## config.mk

```make
export PLATFORM = sky130hd
export DESIGN_NAME = id_exe_stage_reg
export DESIGN_NICKNAME = d
export VERILOG_FILES = /design/src/rtl/arm_pkg.sv /design/src/rtl/cond_check.sv /design/src/rtl/id_exe_stage_reg.sv
export SDC_FILE = /design/constraint.sdc
export NUM_CORES = 1
export LEC_CHECK = 0
export CAP_MARGIN = 40
export CORE_ASPECT_RATIO = 1.4
export CORE_MARGIN = 8
export CORE_UTILIZATION = 25
export DETAILED_ROUTE_END_ITERATION = 12
export GPL_TIMING_DRIVEN = 0
export PLACE_DENSITY_LB_ADDON = 0.25
export SYNTH_ARGS = -nofsm -noshare
export SYNTH_HDL_FRONTEND = slang
export SYNTH_SLANG_ARGS = --single-unit
```

## constraint.sdc

```tcl
create_clock -name clk -period 3.9 [get_ports clk]
set_clock_uncertainty 0.15 [all_clocks]
set_input_delay 0.39 -clock clk [delete_from_list [all_inputs] [get_ports clk]]
set_output_delay 0.39 -clock clk [all_outputs]
set_load 0.01 [all_outputs]
```

## src/rtl/arm_pkg.sv

```systemverilog
// Shared ARM core definitions: condition codes, flag bit positions and the
// ALU command width used by decode, execute and the branch predictor.
package arm_pkg;

    localparam int EXEC_CMD_W = 4;

    localparam int FLAG_N = 3;
    localparam int FLAG_Z = 2;
    localparam int FLAG_C = 1;
    localparam int FLAG_V = 0;

    typedef enum logic [3:0] {
        COND_EQ = 4'b0000,
        COND_NE = 4'b0001,
        COND_CS = 4'b0010,
        COND_CC = 4'b0011,
        COND_MI = 4'b0100,
        COND_PL = 4'b0101,
        COND_VS = 4'b0110,
        COND_VC = 4'b0111,
        COND_HI = 4'b1000,
        COND_LS = 4'b1001,
        COND_GE = 4'b1010,
        COND_LT = 4'b1011,
        COND_GT = 4'b1100,
        COND_LE = 4'b1101,
        COND_AL = 4'b1110,
        COND_NV = 4'b1111
    } cond_e;

    typedef struct packed {
        logic [EXEC_CMD_W-1:0] exec_cmd;
        logic                  mem_r_en;
        logic                  mem_w_en;
        logic                  wb_en;
        logic                  status_w_en;
        logic                  branch_taken;
    } ctrl_t;

endpackage

```

## src/rtl/cond_check.sv

```systemverilog
// Evaluates an ARM condition field against the {N,Z,C,V} flags.
// Purely combinational so the IF-stage branch predictor can reuse it.
module cond_check
    import arm_pkg::*;
(
    input  logic [3:0] cond,
    input  logic [3:0] status,
    output logic       cond_pass
);

    logic n, z, c, v;

    assign n = status[FLAG_N];
    assign z = status[FLAG_Z];
    assign c = status[FLAG_C];
    assign v = status[FLAG_V];

    always_comb begin
        cond_pass = 1'b0;
        case (cond)
            COND_EQ: cond_pass = z;
            COND_NE: cond_pass = !z;
            COND_CS: cond_pass = c;
            COND_CC: cond_pass = !c;
            COND_MI: cond_pass = n;
            COND_PL: cond_pass = !n;
            COND_VS: cond_pass = v;
            COND_VC: cond_pass = !v;
            COND_HI: cond_pass = c & !z;
            COND_LS: cond_pass = !c | z;
            COND_GE: cond_pass = (n == v);
            COND_LT: cond_pass = (n != v);
            COND_GT: cond_pass = !z & (n == v);
            COND_LE: cond_pass = z | (n != v);
            COND_AL: cond_pass = 1'b1;
            COND_NV: cond_pass = 1'b0;
        endcase
    end

endmodule

```

## src/rtl/id_exe_stage_reg.sv

```systemverilog
// ID/EXE pipeline register: turns failed conditions, hazards and flushes into
// bubbles, freezes on hold, and counts loaded bubbles (saturating).
module id_exe_stage_reg
    import arm_pkg::*;
#(
    parameter int WIDTH = 32,
    parameter int CNT_W = 16
) (
    input  logic                  clk,
    input  logic                  rst,
    input  logic                  hold,
    input  logic                  flush,
    input  logic                  hazard,
    input  logic [3:0]            cond,
    input  logic [3:0]            status,
    input  logic [EXEC_CMD_W-1:0] exec_cmd_in,
    input  logic                  mem_r_en_in,
    input  logic                  mem_w_en_in,
    input  logic                  wb_en_in,
    input  logic                  status_w_en_in,
    input  logic                  branch_taken_in,
    input  logic                  imm_in,
    input  logic [WIDTH-1:0]      pc_in,
    input  logic [WIDTH-1:0]      val_rn_in,
    input  logic [WIDTH-1:0]      val_rm_in,
    input  logic [11:0]           shift_operand_in,
    input  logic [23:0]           signed_imm_24_in,
    input  logic [3:0]            dest_in,
    input  logic [3:0]            src1_in,
    input  logic [3:0]            src2_in,
    input  logic                  carry_in,
    output logic [EXEC_CMD_W-1:0] exec_cmd_out,
    output logic                  mem_r_en_out,
    output logic                  mem_w_en_out,
    output logic                  wb_en_out,
    output logic                  status_w_en_out,
    output logic                  branch_taken_out,
    output logic                  imm_out,
    output logic [WIDTH-1:0]      pc_out,
    output logic [WIDTH-1:0]      val_rn_out,
    output logic [WIDTH-1:0]      val_rm_out,
    output logic [11:0]           shift_operand_out,
    output logic [23:0]           signed_imm_24_out,
    output logic [3:0]            dest_out,
    output logic [3:0]            src1_out,
    output logic [3:0]            src2_out,
    output logic                  carry_out,
    output logic                  valid_out,
    output logic [CNT_W-1:0]      bubble_cnt
);

    logic             cond_pass;
    logic             kill;
    ctrl_t            ctrl_in, ctrl_d, ctrl_q;
    logic             valid_d, valid_q;
    logic [CNT_W-1:0] bubble_cnt_d, bubble_cnt_q;

    logic             imm_q, carry_q;
    logic [WIDTH-1:0] pc_q, val_rn_q, val_rm_q;
    logic [11:0]      shift_operand_q;
    logic [23:0]      signed_imm_24_q;
    logic [3:0]       dest_q, src1_q, src2_q;

    cond_check u_cond_check (
        .cond      (cond),
        .status    (status),
        .cond_pass (cond_pass)
    );

    assign kill    = flush | hazard | !cond_pass;
    assign ctrl_in = '{exec_cmd:     exec_cmd_in,
                       mem_r_en:     mem_r_en_in,
                       mem_w_en:     mem_w_en_in,
                       wb_en:        wb_en_in,
                       status_w_en:  status_w_en_in,
                       branch_taken: branch_taken_in};

    // Only control bits are squashed; data fields pass through to aid debug.
    always_comb begin
        ctrl_d       = kill ? '0 : ctrl_in;
        valid_d      = !kill;
        bubble_cnt_d = bubble_cnt_q;
        if (kill && !(&bubble_cnt_q))
            bubble_cnt_d = bubble_cnt_q + {{(CNT_W-1){1'b0}}, 1'b1};
    end

    always_ff @(posedge clk) begin
        if (rst) begin
            ctrl_q          <= '0;
            valid_q         <= 1'b0;
            bubble_cnt_q    <= '0;
            imm_q           <= 1'b0;
            carry_q         <= 1'b0;
            pc_q            <= '0;
            val_rn_q        <= '0;
            val_rm_q        <= '0;
            shift_operand_q <= '0;
            signed_imm_24_q <= '0;
            dest_q          <= '0;
            src1_q          <= '0;
            src2_q          <= '0;
        end else if (!hold) begin
            ctrl_q          <= ctrl_d;
            valid_q         <= valid_d;
            bubble_cnt_q    <= bubble_cnt_d;
            imm_q           <= imm_in;
            carry_q         <= carry_in;
            pc_q            <= pc_in;
            val_rn_q        <= val_rn_in;
            val_rm_q        <= val_rm_in;
            shift_operand_q <= shift_operand_in;
            signed_imm_24_q <= signed_imm_24_in;
            dest_q          <= dest_in;
            src1_q          <= src1_in;
            src2_q          <= src2_in;
        end
    end

    assign exec_cmd_out      = ctrl_q.exec_cmd;
    assign mem_r_en_out      = ctrl_q.mem_r_en;
    assign mem_w_en_out      = ctrl_q.mem_w_en;
    assign wb_en_out         = ctrl_q.wb_en;
    assign status_w_en_out   = ctrl_q.status_w_en;
    assign branch_taken_out  = ctrl_q.branch_taken;
    assign imm_out           = imm_q;
    assign carry_out         = carry_q;
    assign pc_out            = pc_q;
    assign val_rn_out        = val_rn_q;
    assign val_rm_out        = val_rm_q;
    assign shift_operand_out = shift_operand_q;
    assign signed_imm_24_out = signed_imm_24_q;
    assign dest_out          = dest_q;
    assign src1_out          = src1_q;
    assign src2_out          = src2_q;
    assign valid_out         = valid_q;
    assign bubble_cnt        = bubble_cnt_q;

endmodule
```

* Word-level counts from Yosys, hierarchy flattened
Index checks and enable logic that the tools add are counted.
** Storage, ports and cells
- Output and inout bits :: 172
- Register bits :: 172
- Input bits :: 168
- Word-level logic and storage cells :: 56
** Cells by class
- Reductions and logical operators :: 11
- $add $sub $neg :: 1
- Equal/unequal tests :: 17
- Mux-type cells :: 2
- Bitwise operators :: 7
** Operators with widths (number)
- == test 4 bit, second input constant :: 8
- adder 16 x 1 -> 16 bit, second input constant :: 1
- == test 4 x 3 -> 1 bit, second input constant :: 4
- one-hot mux 1 bit (16 select lines) :: 1
- AND reduction 16 bit :: 1
- two-way mux 9 bit :: 1
- == test 4 x 2 -> 1 bit, second input constant :: 2
- logical NOT 1 bit :: 7
- == test 4 x 1 -> 1 bit, second input constant :: 1
- logical NOT 4 bit :: 1
- OR 1 bit :: 4
- AND 1 bit :: 2
- AND reduction 2 bit :: 1
- == test 1 bit :: 1
- logical AND 1 bit :: 1
- != test 1 bit :: 1
- NOT 1 bit :: 1

* Depth between registers and ports, before layout
- Depth in word-level cells :: 7
- Gate-level depth with buffers :: 8
- Gate-level depth less buffers :: 6

* Modules after synthesis
From an unflattened synthesis, not the netlist that was laid out.
** Second synthesis, totals
- Cells, all modules :: 628
- Area total of the unflattened synthesis :: 6408.6 µm²
** By module, submodules not included
- id_exe_stage_reg :: sequential area each 3443.3 µm², area an instance 6253.5 µm², cells an instance 605, times used 1
- cond_check :: sequential area each 0.0 µm², area an instance 155.1 µm², cells an instance 23, times used 1

* Worst setup path after synthesis
Ideal clock, no wire load.
- Path kind :: input port to flip-flop
- From :: input port cond[1]
- To :: register bubble_cnt_q[13], in the netlist bubble_cnt[13]
- Data required time :: 3.679 ns
- Setup time :: 0.071 ns
- Slack :: 1.514 ns
- Arrival :: 2.166 ns
- Path buffers :: 2
- Stages :: 8
- Cells stage by stage :: buf_6 -> or4b_4 -> o21ai_2 -> a2111oi_1 -> o21a_2 -> buf_6 -> or4_1 -> a21oi_1
** Between the ends
- Cells in the longest elaborated chain, start to end :: 6
- Elaborated cells on any way between the ends :: 21
** Ends and longest elaborated chain
- from (decl) :: RTL line id_exe_stage_reg.sv:14 : input logic [3:0] cond,
- == test 4 bit (tied with other cells) :: RTL line cond_check.sv:20 : case (cond)
- one-hot mux 1 bit (16 select lines) * :: RTL line cond_check.sv:20
- logical NOT 1 bit * :: RTL line id_exe_stage_reg.sv:70 : assign kill = flush | hazard | !cond_pass;
- OR 1 bit * :: RTL line id_exe_stage_reg.sv:70
- logical AND 1 bit * :: RTL line id_exe_stage_reg.sv:83 : if (kill && !(&bubble_cnt_q))
- AND reduction 2 bit (no source line) *
- to (signal assigned) :: RTL line id_exe_stage_reg.sv:105 : bubble_cnt_q <= bubble_cnt_d;
- to (decl) :: RTL line id_exe_stage_reg.sv:56 : logic [CNT_W-1:0] bubble_cnt_d, bubble_cnt_q;
Mark *: on every way between the ends. The rest lies on a longest branch, timed or not.
A chain may end at the register's enable or synchronous reset.

* Final worst setup path
- From :: register bubble_cnt_q[3], in the netlist bubble_cnt[3]
- To :: register bubble_cnt_q[12], in the netlist bubble_cnt[12]
** Between the ends
- Cells in the longest elaborated chain, start to end :: 4
- Elaborated cells on any way between the ends :: 5
** Ends and longest elaborated chain
- branches (longest 4 deep; another with adder 16 x 1 -> 16 bit)
Several ways; the timed one is not identified.

==> results.tsv <==
stage	metric	value	unit
die	core area	0.0253	sq mm
drt	Via-to-Cell Ratio	4.28	
timing	Slew @ Worst Pin	0.769	ns
power	Int Pwr	3.32	mW
placed_design	Post-DP HPWL	17.6	mm
drt	WL per Instance	17.1	um
placed_design	pre-CTS setup slack	0.882	ns
die	floorplan die area	0.0310	sq mm
cts	Max clock buf depth	2	
power	Sw Pwr	1.03	mW
timing	fin crit period	2.64	ns
critical_path	crit path launch	bubble_cnt[3]	
placed_design	GPL Wtd Cong	0.732	
timing	Setup violations, final	0	
critical_path	critical path required time	4.07	ns
timing	period utilisation layout	67.7	%
timing	max_slew headroom	48.1	%
cts	Post-CTS Resized	0	
logic_synthesis	Synth area leaders	dfxtp_1 (54%), mux2i_1 (23%), nor2_1 (9.4%)	
die	Die Ht	205	um
critical_path	crit-path max FO	10	
global_route	largest net degree at the start of global routing	17	
cts	Hold Buf Count CTS	0	
hold_path	HP Class	reg -> reg	
die	row cnt	69	
die	Initial Utilization	25.3	%
timing	RSZ-0062 raised after global routing	false	
timing	Max Clk Rate	379	MHz
timing	setup TNS	0	ns
logic_synthesis	total nets after synthesis	789	
logic_synthesis	dominant cell type by area after synthesis	dfxtp_1	
drt	DRC violations left	0	
logic_synthesis	synth warn	0	
power	Logic pwr share	15.4	%
logic_synthesis	Syn Area/Cell	10.3	sq um
cts	clock sinks	172	
logic_synthesis	Netlist cell types	38	
logic_synthesis	register area share after synthesis	53.8	%
cts	clk_lat worst skew	0.43	ns
critical_path	CP max stage cell	nor4_1	
power	pwr dens	403	mW/mm^2
cts	Reg clk slew, reported paths	0.07	ns
logic_synthesis	ys flop type	dfxtp_1	
power	leak pwr	4.42	nW
power	Seq pwr share	43.6	%
global_route	initial antenna violation count	0	
logic_synthesis	top-area cell type share of the netlist area	53.8	%
hold_path	min-delay src	exec_cmd_out[1]	
global_route	Congestion Overflow GR	0	
timing	Setup WS post-layout	1.26	ns
critical_path	Crit Path Class	reg -> reg	
logic_synthesis	flops & latches, synth	172	
critical_path	Crit path buffers/inverters	0	
global_route	first-pass GRT wire length	33.2	mm
cts	postcts setup bufs	0	
critical_path	Critical Path End Type	flop	
drt	Pre-antenna DRT Iters	4	
cts	root buffer cell	clkbuf_16	
run_status	status	completed	
critical_path	CP peak stage delay	0.53	ns
critical_path	critical path, cell by cell	nand4_1, nor4_1, a41oi_1, nand2_1, nor3_1, mux2_2	
drt	Vias	5600	
drt	drt total wl	22.4	mm
finish	Syn-to-layout area delta	68.6	%
drt	DRT iter0 DRCs	239	
critical_path	crit path launch type	flop	
flow_run	maxcap violations	0	
logic_synthesis	post-synthesis cell count	620	
global_route	vias in the first global route	5731	
logic_synthesis	number of flops mapped to enable cells by yosys	0	
power	clock share of power	41.0	%
power	VDD IR max	0.290	mV
cts	CTS tree	built	
critical_path	Worst R2R Start	bubble_cnt[3]	
placed_design	Buffers on Ports	337	
critical_path	Critical Path AT	2.81	ns
global_route	GRT Total Usage	14.1	%
power	sw frac	23.7	%
timing	Fin. Hold Viols	0	
finish	Antenna diodes	0	
finish	layout cells sized above 1	4.65	%
cts	TritonCTS Buffers	17	
cts	H-tree depth	4	
logic_synthesis	asr flop ratio synth	0	%
drt	DRT antenna net count	0	
die	Die W	151	um
die	I/O pin count	340	
timing	final slew viol count	0	
finish	final-stage net count	1145	
critical_path	CP delay by family, top	simple AND/OR/NAND/NOR gates	
logic_synthesis	Cell Area, Synth	0.00640	sq mm
flip-flops by register name, summed over array words and instances, names as in the netlist:
signal / cells
carry_out: 1
status_w_en_out: 1
valid_out: 1
val_rn_out: 32
mem_w_en_out: 1
pc_out: 32
bubble_cnt: 16
imm_out: 1
branch_taken_out: 1
shift_operand_out: 12
wb_en_out: 1
mem_r_en_out: 1
src1_out: 4
val_rm_out: 32
exec_cmd_out: 4
signed_imm_24_out: 24
src2_out: 4
dest_out: 4
final cells by class:
class	count	area [sq um]
multi-input combinational	407	2780
fill	2495	14500
sequential	172	3440
clock inverter	9	135
tap	319	399
buffer	40	166
inverter	1	3.75
timing repair buffer	337	3370
clock buffer	23	478
power by group through the flow:
stage,Clock (mW),Sequential [mW],Combinational [mW]
after floorplan,0,1.98,0.212
after global placement,0,1.93,0.677
after detailed placement,0,1.94,0.679
after CTS,1.86,1.90,0.683
after global routing,1.93,1.91,0.723
final,1.78,1.90,0.669
routing by layer:
metal | GRT usage, % | share of wire, % | wire length, um
met4 | 5.92 | 2.3 | 505
met3 | 5.08 | 8.0 | 1780
met5 | 0 | 0 | 0
met1 | 14.3 | 37 | 8380
met2 | 25.4 | 52 | 11700
cell families (layout without fill, tap and decap cells):
logic type	after synthesis	after routing	synth area share (%)
compound gates	33	33	3.66
xor+xnor	2	2	0.274
fa+ha+maj	1	1	0.196
buf+inv	41	410	2.66
flops	172	172	53.8
mux	157	157	24.7
simple gates	214	214	14.7
path summary, 6_finish.rpt:
check	to	slack, ns	cells past startpoint
worst max-delay path	bubble_cnt[12]	1.26	6
worst min-delay path	exec_cmd_out[1]	0.32	1
worst max register to register	bubble_cnt[12]	1.26	6
worst min register to register	exec_cmd_out[1]	0.32	1
placed cells by master (no fill, tap or decap), types with 2 or more instances in the layout:
cell type	n
a21oi_1	7
o21ai_0	7
dfxtp_1	172
bufinv_16	3
buf_1	25
mux2_2	8
nor3_1	2
clkbuf_16	17
nand4_1	4
o31ai_1	2
clkdlybuf4s50_1	337
and3_1	4
nand2b_1	3
nand3_1	6
clkbuf_8	3
buf_6	2
a22o_1	9
nand2_1	8
a211oi_1	3
clkbuf_1	15
mux2i_1	149
nor2b_1	12
nor2_1	161
or3_1	5
clkinvlp_4	3
or4_1	2
cell usage after synthesis, types with 5 or more instances:
library cell / number
nand3_1: 6
nor2_1: 161
mux2_2: 8
a21oi_1: 7
nand2_1: 8
or3_1: 5
nor2b_1: 12
o21ai_0: 7
a22o_1: 9
dfxtp_1: 172
buf_1: 25
mux2i_1: 149
clkbuf_1: 12
worst register-to-register path, cell delays in order, from the launching register on:
cell and delay [ns]:
dfxtp_1 0.43, nand4_1 0.26, nor4_1 0.53, a41oi_1 0.44
nand2_1 0.35, nor3_1 0.10, mux2_2 0.27
stage by stage:
stage	cell area, sq um	cells	power [mW]	utilization, %	hold WS, ns
6_report	10800	1308	4.35	42.6	0.325
5_1_grt	10800	1308	4.57	42.6	0.347
4_1_cts	10800	1308	4.44	42.6	0.329
3_5_place_dp	10200	1276	2.62	40.2	0.309
3_3_place_gp	10200	1276	2.61	40.2	0.308
2_1_floorplan	6400	620	2.19	-	0.358
Power figures use the tool's default switching activity.
